<file path="config.mk">
export PLATFORM = sky130hd
export DESIGN_NAME = fifo_drain
export DESIGN_NICKNAME = d
export VERILOG_FILES = /design/src/rtl/fifo_drain.sv
export SDC_FILE = /design/constraint.sdc
export NUM_CORES = 1
export LEC_CHECK = 0
export CORE_MARGIN = 3
export CORE_UTILIZATION = 37
export DETAILED_ROUTE_END_ITERATION = 8
export PLACE_DENSITY = 0.72
export SLEW_MARGIN = 20
export SYNTH_ARGS = -nofsm -noshare
export SYNTH_HDL_FRONTEND = slang
export SYNTH_SLANG_ARGS = --single-unit
export TNS_END_PERCENT = 20
</file>
<file path="constraint.sdc">
create_clock -name clk -period 1.5 [get_ports clk]
set_clock_uncertainty 0.1 [all_clocks]
set_input_delay 0.3 -clock clk [delete_from_list [all_inputs] [get_ports clk]]
set_output_delay 0.3 -clock clk [all_outputs]
set_load 0.05 [all_outputs]
</file>
<file path="src/rtl/fifo_drain.sv">
// rtl/fifo_drain.sv - two-entry registered skid buffer draining an upstream FIFO onto a valid/ready stream
// Optional feature macro: FIFO_DRAIN_CNT_EN (saturating delivered-word counter on drained_cnt).

module fifo_drain #(
   parameter int WIDTH = 8,
   parameter int CNT_W = 16
) (
   input  logic             clk,
   input  logic             rst,
   input  logic             fifo_empty,
   input  logic [WIDTH-1:0] fifo_data,
   output logic             fifo_pop,
   input  logic             flush,
   output logic             out_valid,
   output logic [WIDTH-1:0] out_data,
   input  logic             out_ready,
   output logic [1:0]       occupancy,
   output logic [CNT_W-1:0] drained_cnt
);

   logic [1:0]       occ_q, occ_d;
   logic [WIDTH-1:0] head_q, head_d;
   logic [WIDTH-1:0] tail_q, tail_d;
   logic             deq;

   // Pop looks only at registered occupancy so out_ready never reaches the FIFO combinationally.
   assign fifo_pop  = rst & ~flush & ~fifo_empty & (occ_q != 2'd2);
   assign out_valid = (occ_q != 2'd0);
   assign out_data  = head_q;
   assign occupancy = occ_q;
   assign deq       = out_valid & out_ready & ~flush;

   always_comb begin
      occ_d  = occ_q;
      head_d = head_q;
      tail_d = tail_q;
      if (flush) begin
         occ_d = 2'd0;
      end else begin
         unique case (occ_q)
            2'd0: begin
               if (fifo_pop) begin
                  head_d = fifo_data;
                  occ_d  = 2'd1;
               end
            end
            2'd1: begin
               if (fifo_pop && !deq) begin
                  tail_d = fifo_data;
                  occ_d  = 2'd2;
               end else if (!fifo_pop && deq) begin
                  occ_d = 2'd0;
               end else if (fifo_pop && deq) begin
                  head_d = fifo_data;
               end
            end
            2'd2: begin
               if (deq) begin
                  head_d = tail_q;
                  occ_d  = 2'd1;
               end
            end
            default: occ_d = 2'd0;
         endcase
      end
   end

   always_ff @(posedge clk or negedge rst) begin
      if (!rst) begin
         occ_q  <= 2'd0;
         head_q <= '0;
         tail_q <= '0;
      end else begin
         occ_q  <= occ_d;
         head_q <= head_d;
         tail_q <= tail_d;
      end
   end

`ifdef FIFO_DRAIN_CNT_EN
   logic [CNT_W-1:0] cnt_q, cnt_d;

   // Saturating; flush deliberately leaves the count alone.
   always_comb begin
      cnt_d = cnt_q;
      if (deq && (cnt_q != {CNT_W{1'b1}}))
         cnt_d = cnt_q + CNT_W'(1);
   end

   always_ff @(posedge clk or negedge rst) begin
      if (!rst)
         cnt_q <= '0;
      else
         cnt_q <= cnt_d;
   end

   assign drained_cnt = cnt_q;
`else
   assign drained_cnt = '0;
`endif

endmodule

</file>
; After elaboration in Yosys (flattened, before gate mapping)
; Cells that the tools add are included.
[word_totals]
output_inout_bits = 28
inputBits = 13
reg_bits = 18
elab_cells = 44
[classes]
bitwise_logic = 7
n_reduce_logical = 11
eq_ne = 11
muxes = 12
[ops]
columns = cell, count
row1 = $mux W8, 5
row2 = $pmux W8 S3, 1
row3 = $ne A2 B2 Y1 const B, 6
row4 = $mux W2, 5
row5 = $reduce_and A7 Y1, 1
row6 = $ne A3 B3 Y1 const B, 2
row7 = $pmux W2 S3, 1
row8 = $reduce_and A3 Y1, 2
row9 = $and A1 B1 Y1, 5
row10 = $ne A4 B4 Y1 const B, 1
row11 = $logic_and A1 B1 Y1, 3
row12 = $reduce_bool A3 Y1, 1
row13 = $eq A2 B1 Y1 const B, 1
row14 = $eq A2 B2 Y1 const B, 1
row15 = $logic_not A1 Y1, 2
row16 = $logic_not A2 Y1, 1
row17 = $not A1 Y1, 2
row18 = $reduce_bool A2 Y1, 1

; Depth between registers and ports, before layout
; Gate-level depths: netlist (run 1).
[depth]
depth_word = 10
mapped_depth = 5
mapped_depth_nobuf = 4

; Worst setup path before layout (run 1)
; OpenSTA, ideal clock, no wires.
[synth_timing]
path_kind = flip-flop to output port
start = register occ_q[1], in the netlist occupancy[1]
end = output port fifo_pop
slack_ps = -1043
path_buffers = 1
t_required_ps = 1100
path_stages_with_launch = 4
arrival_time_ps = 2143
path_cell_list = dfrtp_1 > nor2b_1 > buf_4 > nor3_1
[synth_via]
elab_chain_cells = 2
[synth_lines]
columns = element, line_no
row1 = start: declaration, 21  ; logic [1:0] occ_q, occ_d;
row2 = start signal: assignment, 70  ; occ_q <= 2'd0;
row3 = start signal: assignment, 74  ; occ_q <= occ_d;
row4 = $ne A2 B2 Y1, 27  ; assign fifo_pop = rst & ~flush & ~fifo_empty & (occ_q != 2'd2);
row5 = $and A1 B1 Y1, 27
row6 = end: declaration, 12  ; output logic fifo_pop,
; No other way between the ends.

; Worst setup path after layout (run 1)
[layout_timing]
start = register occ_q[1], in the netlist occupancy[1]
end = output port out_valid
[layout_via]
elab_chain_cells = 1
[layout_lines]
columns = element, line_no
row1 = $reduce_bool A2 Y1, 28  ; assign out_valid = (occ_q != 2'd0);
row2 = end: declaration, 14  ; output logic out_valid,
; No other way between the ends.

==> results of run 1 <==
[cell families (layout without fill, tap and decap cells)]
family,count (synthesis),in the layout
flip-flops,18,18
multiplexers,17,17
buffers and inverters,18,39
other,1,16
AO/OA/AOI/OAI,11,12
AND/OR/NAND/NOR,22,22
[final cells by class]
| type | instances | area, µm² |
|---|---|---|
| Multi-Input combinational cell | 67 | 513 |
| Timing Repair Buffer | 35 | 453 |
| Fill cell | 191 | 860 |
| Clock buffer | 4 | 26.3 |
| Tap cell | 28 | 35.0 |
| Sequential cell | 18 | 453 |
[state kept, by name (all words and copies together), names as in the netlist]
signal     count
occupancy      2
out_data       8
tail_q         8
[cell usage after synthesis, types with 2 or more instances]
library cell / n
nor2_1: 2
nor3_1: 2
mux2_2: 8
dfrtp_1: 18
mux2i_1: 9
o21ai_0: 6
nand2b_1: 2
buf_4: 17
nor2b_1: 2
o21ai_1: 2
nand2_1: 9
[power breakdown]
part | internal (mW) | leakage [nW] | switching (mW)
logic | 0.293 | 0.438 | 0.364
registers | 0.570 | 0.229 | 0.0724
clock network | 0.103 | 0.0150 | 0.139
total | 0.967 | 0.682 | 0.575
[worst max-delay path, stage by stage, from the launching register on]
cell and delay, ns:
dfrtp_2 0.44, buf_6 0.12, or2_4 0.24, buf_8 0.15
[per-layer routing]
metal / wire length, µm / vias to the layer above
met5: 0 / -
met1: 835 / 327
met3: 172 / 6
met4: 46 / 0
li1: - / 345
met2: 932 / 38
[through the flow]
step / TNS [ns] / worst slack [ns] / instances / power [mW] / util [%]
2_1_floorplan: -0.288 / -0.288 / 102 / 1.00 / -
3_3_place_gp: -7.53 / -0.441 / 142 / 1.26 / 56.7
3_5_place_dp: -8.39 / -0.504 / 142 / 1.27 / 56.7
4_1_cts: -1.77 / -0.145 / 151 / 1.53 / 61.4
5_1_grt: -2.05 / -0.170 / 152 / 1.62 / 63.3
6_report: -0.798 / -0.128 / 152 / 1.54 / 63.3
[timing repair]
item	CTS	global route
endpoints found under the setup margin	18	19
gates cloned	0	1
hold endpoints to repair	0	0
buffers inserted	5	0
pin swaps	3	10
gates resized for setup	13	10
[path summary, 6_finish.rpt]
kind | endpoint | slack, ns | from | depth (start not counted)
min in group clk | occupancy[0] | 0.34 | flush | 2
setup / recovery | out_valid | -0.13 | occupancy[1] | 3
max in group asynchronous | tail_q[3] | 0.92 | rst | 2
hold / removal | occupancy[0] | 0.13 | rst | 2
hold reg to reg | tail_q[1] | 0.41 | tail_q[1] | 1
setup reg to reg | tail_q[3] | -0.06 | occupancy[1] | 4
==> key figures, run 1 <==
CTS
  • Clk root buf: clkbuf_4
  • Clock sinks: 18
  • CTS tree: done
  • Hold_buf cts: 0
  • Worst-Skew Late Latency: between 0.2 and 0.3 ns
  • Max Root-Sink Buffers: 2
  • # H-tree levels: 1
  • Number of buffers created by CTS: 3
  • Clk slew on worst S/H paths: about 0.090 ns

Die
  • Die area: ~0.0032 mm²
  • I/O pin count: a little over 40
  • Core Box Area: about 0.0023 mm²
  • Die width: about 57 µm
  • Die outline height: ~57 µm
  • Initial Util: approximately 40%
  • Row Count: 17

GRT
  • Global route overflow: 0
  • M3 GR Usage: approximately 2.3%
  • Met1 GRT Util: between 10% and 20%
  • First-pass GRT wire length: 3120 µm
  • Grt peak-use layer: met2
  • Vias in the first global route: roughly 700
  • Global routing met2 resource utilization: 19.4%
  • Largest net degree at the start of global routing: 17
  • Total Routing Usage GR: 12.2%
  • Antenna violations before repair: 0

Place
  • Port bufs: 24
  • Gpl congestion: ~0.7
  • Dpl hpwl: between 1000 and 1500 µm
  • Area after DPL: between 0.001 and 0.0015 mm²

STA
  • Max Clk Rate: slightly above 0.6 GHz
  • Pins over their slew limit: 0
  • Final period util: 109%
  • RSZ-0062 raised after global routing: yes
  • Final Hold Vio Count: 0
  • Final setup fails: 18
  • Final setup margin: -0.128 ns
  • Post-layout min period: between 1.5 and 2 ns
  • Worst hold margin: ~0.13 ns

Setup path
  • Req. time, crit path: 1.10 ns
  • Worst Path Max Fanout: 3
  • Element type at the critical path start: flip-flop
  • Critical path type: reg2out
  • Worst EP arrival: between 1 and 1.5 ns
  • Setup crit end kind: primary output

Yosys
  • Main combinational cell family by area after synthesis: multiplexers
  • Asr flop ratio synth: 100%
  • Adder-Cell Fraction of Synth Area: 0%
  • Number of library cell types mapped by synthesis: 21
  • Top cell type's share of synthesized area: about 47%
  • Warnings, synthesis: 0
  • Synth Area in Compound Gates: around 6.8%
  • Synth area leader: dfrtp_1
  • Post-Syn Instances: 87
  • Syn avg cell area: between 10 and 15 µm²
  • Simple-gate portion of the synthesized area: around 14%
  • Number of synthesized register bits: 18
  • EDFF count, synth: 0
  • Synth Cell Area: 962 µm²
  • Fraction of synthesized cell area in xor and xnor cells: 0%
  • Synth Flop Type: dfrtp_1
  • Register area share after synthesis: between 40% and 50%
  • Post-synthesis mux area share: between 10% and 20%
  • Synth top area cells: dfrtp_1, buf_4, mux2i_1

Outcome
  • Failing checks: setup timing
  • Status: complete, but fails checks

Run
  • Max-Cap Viols: 0

Pwr
  • Worst VDD drop: 767 µV
  • LEAKAGE: 0.682 nW
  • Power Dens Cells: 1040 mW/mm²

Layout
  • Fin nets: around 140
  • Share of cells above drive strength 1: 37.9%
  • Most frequent cells in the layout: conb_1, dfrtp_1, buf_12, mux2i_1, clkdlybuf4s50_1
  • Post-route cell area: roughly 0.0015 mm²
  • Syn-to-layout area delta: 53.8%
  • # diodes: 0

Hold path
  • Hold/Removal Path Class: in2async

Routing
  • Routed Antenna Nets: 0
  • WL final: a little under 2000 µm
  • First DRT Iteration DRCs: 8
  • Drc violations: 0
  • DRT Pass-1 Iters: 4
  • Vias: slightly above 700
  • DR vias/cell: ~4.7
  • WL/cell: 13.1 µm
Note: power is estimated with default switching activity, not from simulation.
==> run 2: changes to the inputs <==
--- a/config.mk
+++ b/config.mk
@@ -6,9 +6,11 @@
 export NUM_CORES = 1
 export LEC_CHECK = 0
 export CORE_MARGIN = 3
-export CORE_UTILIZATION = 37
+export CORE_UTILIZATION = 39
+export CTS_BUF_LIST = sky130_fd_sc_hd__clkbuf_4 sky130_fd_sc_hd__clkbuf_8
 export DETAILED_ROUTE_END_ITERATION = 8
-export PLACE_DENSITY = 0.72
+export PLACE_DENSITY = 0.76
+export SETUP_SLACK_MARGIN = 0.1
 export SLEW_MARGIN = 20
 export SYNTH_ARGS = -nofsm -noshare
 export SYNTH_HDL_FRONTEND = slang
==> key figures, run 2 (synthesis results as in run 1) <==
Outcome
  • Status: complete, but fails checks
  • Failing checks: setup timing

CTS
  • CTS tree: done
  • # H-tree levels: 1
  • Clk slew on worst S/H paths: about 0.1 ns
  • Clk root buf: clkbuf_4
  • Worst-Skew Late Latency: roughly 0.30 ns
  • Number of buffers created by CTS: 3
  • Clock sinks: 18
  • Max Root-Sink Buffers: 2

Setup path
  • Reg2reg path depth: 4
  • CP cell instances: nor2b_4, nor3_4, buf_12
  • Element type at the critical path start: flip-flop
  • Worst Path Max Fanout: 4
  • Reg2Reg Setup Slack: -0.13 ns
  • Crit-path slowest cell: dfrtp_2
  • Worst path max stage delay: 0.44 ns
  • Setup crit end kind: primary output
  • Critical path type: reg2out
  • Req. time, crit path: roughly 1.1 ns
  • Worst EP arrival: 1.25 ns

STA
  • Final period util: 110%
  • RSZ-0062 raised after global routing: yes
  • Final Hold Vio Count: 0
  • Post-layout min period: ~1.6 ns
  • Final setup margin: -0.146 ns
  • Total negative slack: -1.89 ns
  • Max Clk Rate: between 0.6 and 0.7 GHz
  • Final setup fails: 20
  • Pins over their slew limit: 0

Routing
  • Drc violations: 0
  • DR vias/cell: slightly below 5
  • WL final: 2310 µm
  • Routed wl met3: 188 µm
  • First DRT Iteration DRCs: 9
  • Top Metal Used: met4
  • DRT Pass-1 Iters: 4
  • Routed Antenna Nets: 0
  • WL/cell: 14.9 µm
  • Met2 WL: about 1100 µm
  • Vias: 763
  • Met1 WL: between 900 and 1000 µm

Die
  • Core Box Area: 0.00228 mm²
  • Row Count: 17
  • Die outline height: roughly 56 µm
  • Die width: ~56 µm
  • I/O pin count: between 40 and 50
  • Initial Util: between 40 and 50%
  • Die area: between 0.003 and 0.004 mm²

Run
  • Max-Cap Viols: 0

Layout
  • Share of cells above drive strength 1: between 40% and 50%
  • Layout Cells excl Fill: 155
  • Post-layout util: between 60% and 70%
  • Syn-to-layout area delta: 55.5%
  • # diodes: 0
  • Most frequent cells in the layout: conb_1, dfrtp_1, buf_12, buf_4
  • Fin nets: between 100 and 150

GRT
  • Largest net degree at the start of global routing: 17
  • Total Routing Usage GR: between 10% and 20%
  • Vias in the first global route: 822
  • Global route overflow: 0
  • Antenna violations before repair: 0
  • First-pass GRT wire length: about 3800 µm

Hold path
  • Hold/Removal Path Class: in2async

Place
  • Placed Cells incl. Taps: around 150
  • Gpl congestion: around 0.74
  • Dpl hpwl: 1500 µm
  • Port bufs: 24

Pwr
  • LEAKAGE: ~0.7 nW
  • Power Dens Cells: about 1100 mW/mm²
  • Pwr Total: 1.62 mW
  • Worst VDD drop: ~650 µV
==> run 2: cell count changes in the layout (fill, tap and decap cells not counted), sizes merged <==
cell,before,now
dlymetal6s2s,1,0
buf,23,27
dlygate4sd2,2,3
a21oi,2,1
==> run 2: area by class of cell <==
class / count / area [µm²]
clock buffer: 4 / 36.3
fill: 178 / 779
timing repair buffer: 39 / 488
sequential: 18 / 453
multi-input combinational: 66 / 484
tap: 28 / 35.0
==> run 2: critical path: cells and delay by family, from the launching register on <==
family / cells / cell delay, ns
AND/OR/NAND/NOR: 2 / 0.34
buffers and inverters: 1 / 0.16
flip-flops: 1 / 0.44
==> run 2: per-layer routing <==
metal  vias to the layer above  track usage, %
li1                        343               -
met1                       373            18.4
met2                        42            26.0
met3                         5            2.09
met4                         0            6.60
met5                         -               0
==> run 2: report_power, final <==
group,leakage (nW),switching (mW),internal [mW]
clock network,0.0210,0.156,0.148
logic,0.447,0.368,0.300
registers,0.229,0.0733,0.570
==> run 2: worst paths after layout <==
path	startpoint	endpoint
worst max-delay path	occupancy[1]	fifo_pop
worst min-delay path	rst	out_data[2]
worst max register to register	occupancy[1]	tail_q[4]
worst min register to register	tail_q[1]	tail_q[1]
max in group asynchronous	rst	tail_q[7]
min in group clk	tail_q[1]	tail_q[1]
==> run 2: through the flow <==
step / instance area (µm²) / setup WS (ns) / hold WS (ns)
6_report: 1500 / -0.146 / 0.137
5_1_grt: 1500 / -0.185 / 0.150
4_1_cts: 1480 / -0.153 / 0.0969
3_5_place_dp: 1350 / -0.438 / 0.396
3_3_place_gp: 1350 / -0.396 / 0.388
2_1_floorplan: 1030 / -0.288 / -0.0956
==> run 2: timing repair <==
item	CTS	global route
hold buffers	0	0
setup endpoints to repair	21	21
buffers inserted	6	0
pin swaps	1	2
resized for setup	14	8
==> run 3: changes to the inputs <==
--- a/config.mk
+++ b/config.mk
@@ -6,10 +6,10 @@
 export NUM_CORES = 1
 export LEC_CHECK = 0
 export CORE_MARGIN = 3
-export CORE_UTILIZATION = 39
+export CORE_UTILIZATION = 30
 export CTS_BUF_LIST = sky130_fd_sc_hd__clkbuf_4 sky130_fd_sc_hd__clkbuf_8
 export DETAILED_ROUTE_END_ITERATION = 8
-export PLACE_DENSITY = 0.76
+export PLACE_DENSITY = 0.6
 export SETUP_SLACK_MARGIN = 0.1
 export SLEW_MARGIN = 20
 export SYNTH_ARGS = -nofsm -noshare
==> key figures, run 3 (synthesis results as in run 1) <==
CTS
  • Hold_buf cts: 0
  • Clk slew on worst S/H paths: 0.10 ns
  • Number of buffers created by CTS: 3
  • # H-tree levels: 1
  • CTS tree: done
  • Clk root buf: clkbuf_4
  • Clock sinks: 18
  • Worst-Skew Late Latency: 0.29 ns
  • Max Root-Sink Buffers: 2

Setup path
  • Buffers and inverters on the worst path: 1
  • Critical path type: reg2out
  • Req. time, crit path: 1.10 ns
  • Worst Path Max Fanout: 4
  • Largest delay share family, worst path: flip-flops
  • Worst EP arrival: 1.24 ns
  • CP cell instances: nor2b_4, nor3_4, buf_12
  • Element type at the critical path start: flip-flop
  • Setup crit end kind: primary output
  • Crit-path slowest cell: dfrtp_2
  • Worst path max stage delay: 0.44 ns

GRT
  • Total Routing Usage GR: 10.9%
  • Global route overflow: 0
  • Antenna violations before repair: 0
  • Largest net degree at the start of global routing: 17
  • First-pass GRT wire length: between 3000 and 4000 µm
  • Vias in the first global route: roughly 740

Layout
  • Share of cells above drive strength 1: between 30% and 40%
  • Layout Cells excl Fill: 169
  • Most frequent cells in the layout: conb_1, dfrtp_1, buf_4, buf_12
  • Syn-to-layout area delta: 55.8%
  • Fin nets: 141
  • # fillers: ~280
  • # diodes: 0
  • Post-layout util: approximately 52%

Outcome
  • Status: complete, but fails checks
  • Failing checks: setup timing

STA
  • Pins over their slew limit: 0
  • Post-layout min period: around 1.6 ns
  • Final setup fails: 13
  • Final Hold Vio Count: 0
  • Final period util: 109%
  • Max Clk Rate: around 0.6 GHz
  • RSZ-0062 raised after global routing: yes
  • Final setup margin: -0.141 ns
  • Total negative slack: -0.822 ns

Routing
  • Drc violations: 0
  • WL final: about 2100 µm
  • DR vias/cell: 4.12
  • DRT Pass-1 Iters: 2
  • WL/cell: 12.4 µm
  • Routed Antenna Nets: 0
  • First DRT Iteration DRCs: 5
  • Vias: ~700

Pwr
  • Internal power: ~1 mW
  • Switching Fraction: 36.4%
  • Logic pwr share: 41.0%
  • Seq pwr share: approximately two fifths
  • Clock share of power: approximately a fifth
  • Net switching power: 0.577 mW
  • LEAKAGE: roughly 0.7 nW
  • Worst VDD drop: ~610 µV
  • Power Dens Cells: ~1100 mW/mm²

Run
  • Max-Cap Viols: 0

Place
  • Gpl congestion: between 0.7 and 0.8
  • Port bufs: 24
  • Placed Cells incl. Taps: approximately 160
  • Worst slack, placed: -0.450 ns
  • Dpl hpwl: 1620 µm

Die
  • Row Count: 19
  • I/O pin count: 41
  • Initial Util: roughly 33%
  • Core Box Area: approximately 0.0029 mm²
  • Die area: approximately 0.0039 mm²
  • Die width: 62.6 µm
  • Die outline height: about 63 µm

Hold path
  • Hold/Removal Path Class: in2async
## run 3: cell counts in the layout (fill, tap and decap cells not counted)
Identical to the previous run, type by type.
## run 3: stage by stage
stage,power (mW),cell area [µm²],hold slack [ns]
final,1.59,1500,0.0560
after floorplan,1.00,1030,-0.0956
after detailed placement,1.28,1380,0.395
after global placement,1.27,1380,0.389
after CTS,1.60,1490,0.0461
after global routing,1.68,1500,0.0673
## run 3: layer usage
| metal | GRT usage, % | vias up | wire length (µm) |
|---|---|---|---|
| li1 | - | 346 | - |
| met2 | 18.2 | 28 | 1120 |
| met1 | 13.1 | 323 | 816 |
| met3 | 3.78 | 0 | 159 |
| met5 | 0 | - | 0 |
| met4 | 3.31 | 0 | 0 |
## run 3: timing repair
action | in CTS | in global routing
pin swaps | 1 | 2
setup endpoints to repair | 22 | 21
setup buffers | 4 | 0
resized for setup | 12 | 8
## run 3: path summary, 6_finish.rpt
check,slack [ns],cells past startpoint,startpoint,endpoint
hold / removal,0.06,2,rst,occupancy[1]
hold reg to reg,0.42,1,tail_q[3],tail_q[3]
min in group clk,0.42,1,tail_q[3],tail_q[3]
setup / recovery,-0.14,3,occupancy[1],fifo_pop
setup reg to reg,-0.07,4,occupancy[1],tail_q[6]
max in group asynchronous,0.99,2,rst,out_data[3]
## run 3: final cells by class
type / count / area [µm²] / share of cell area, %
timing repair buffer: 39 / 468 / 31.2
multi-input combinational: 66 / 489 / 32.6
clock buffer: 4 / 36.3 / 2.42
sequential: 18 / 453 / 30.2
tap: 42 / 52.6 / 3.51
## run 3: power by group through the flow
stage	registers, mW	logic, mW	clock network (mW)
after global placement	0.647	0.623	0
after detailed placement	0.651	0.632	0
after floorplan	0.772	0.232	0
after CTS	0.642	0.647	0.311
after global routing	0.653	0.683	0.341
final	0.641	0.650	0.294
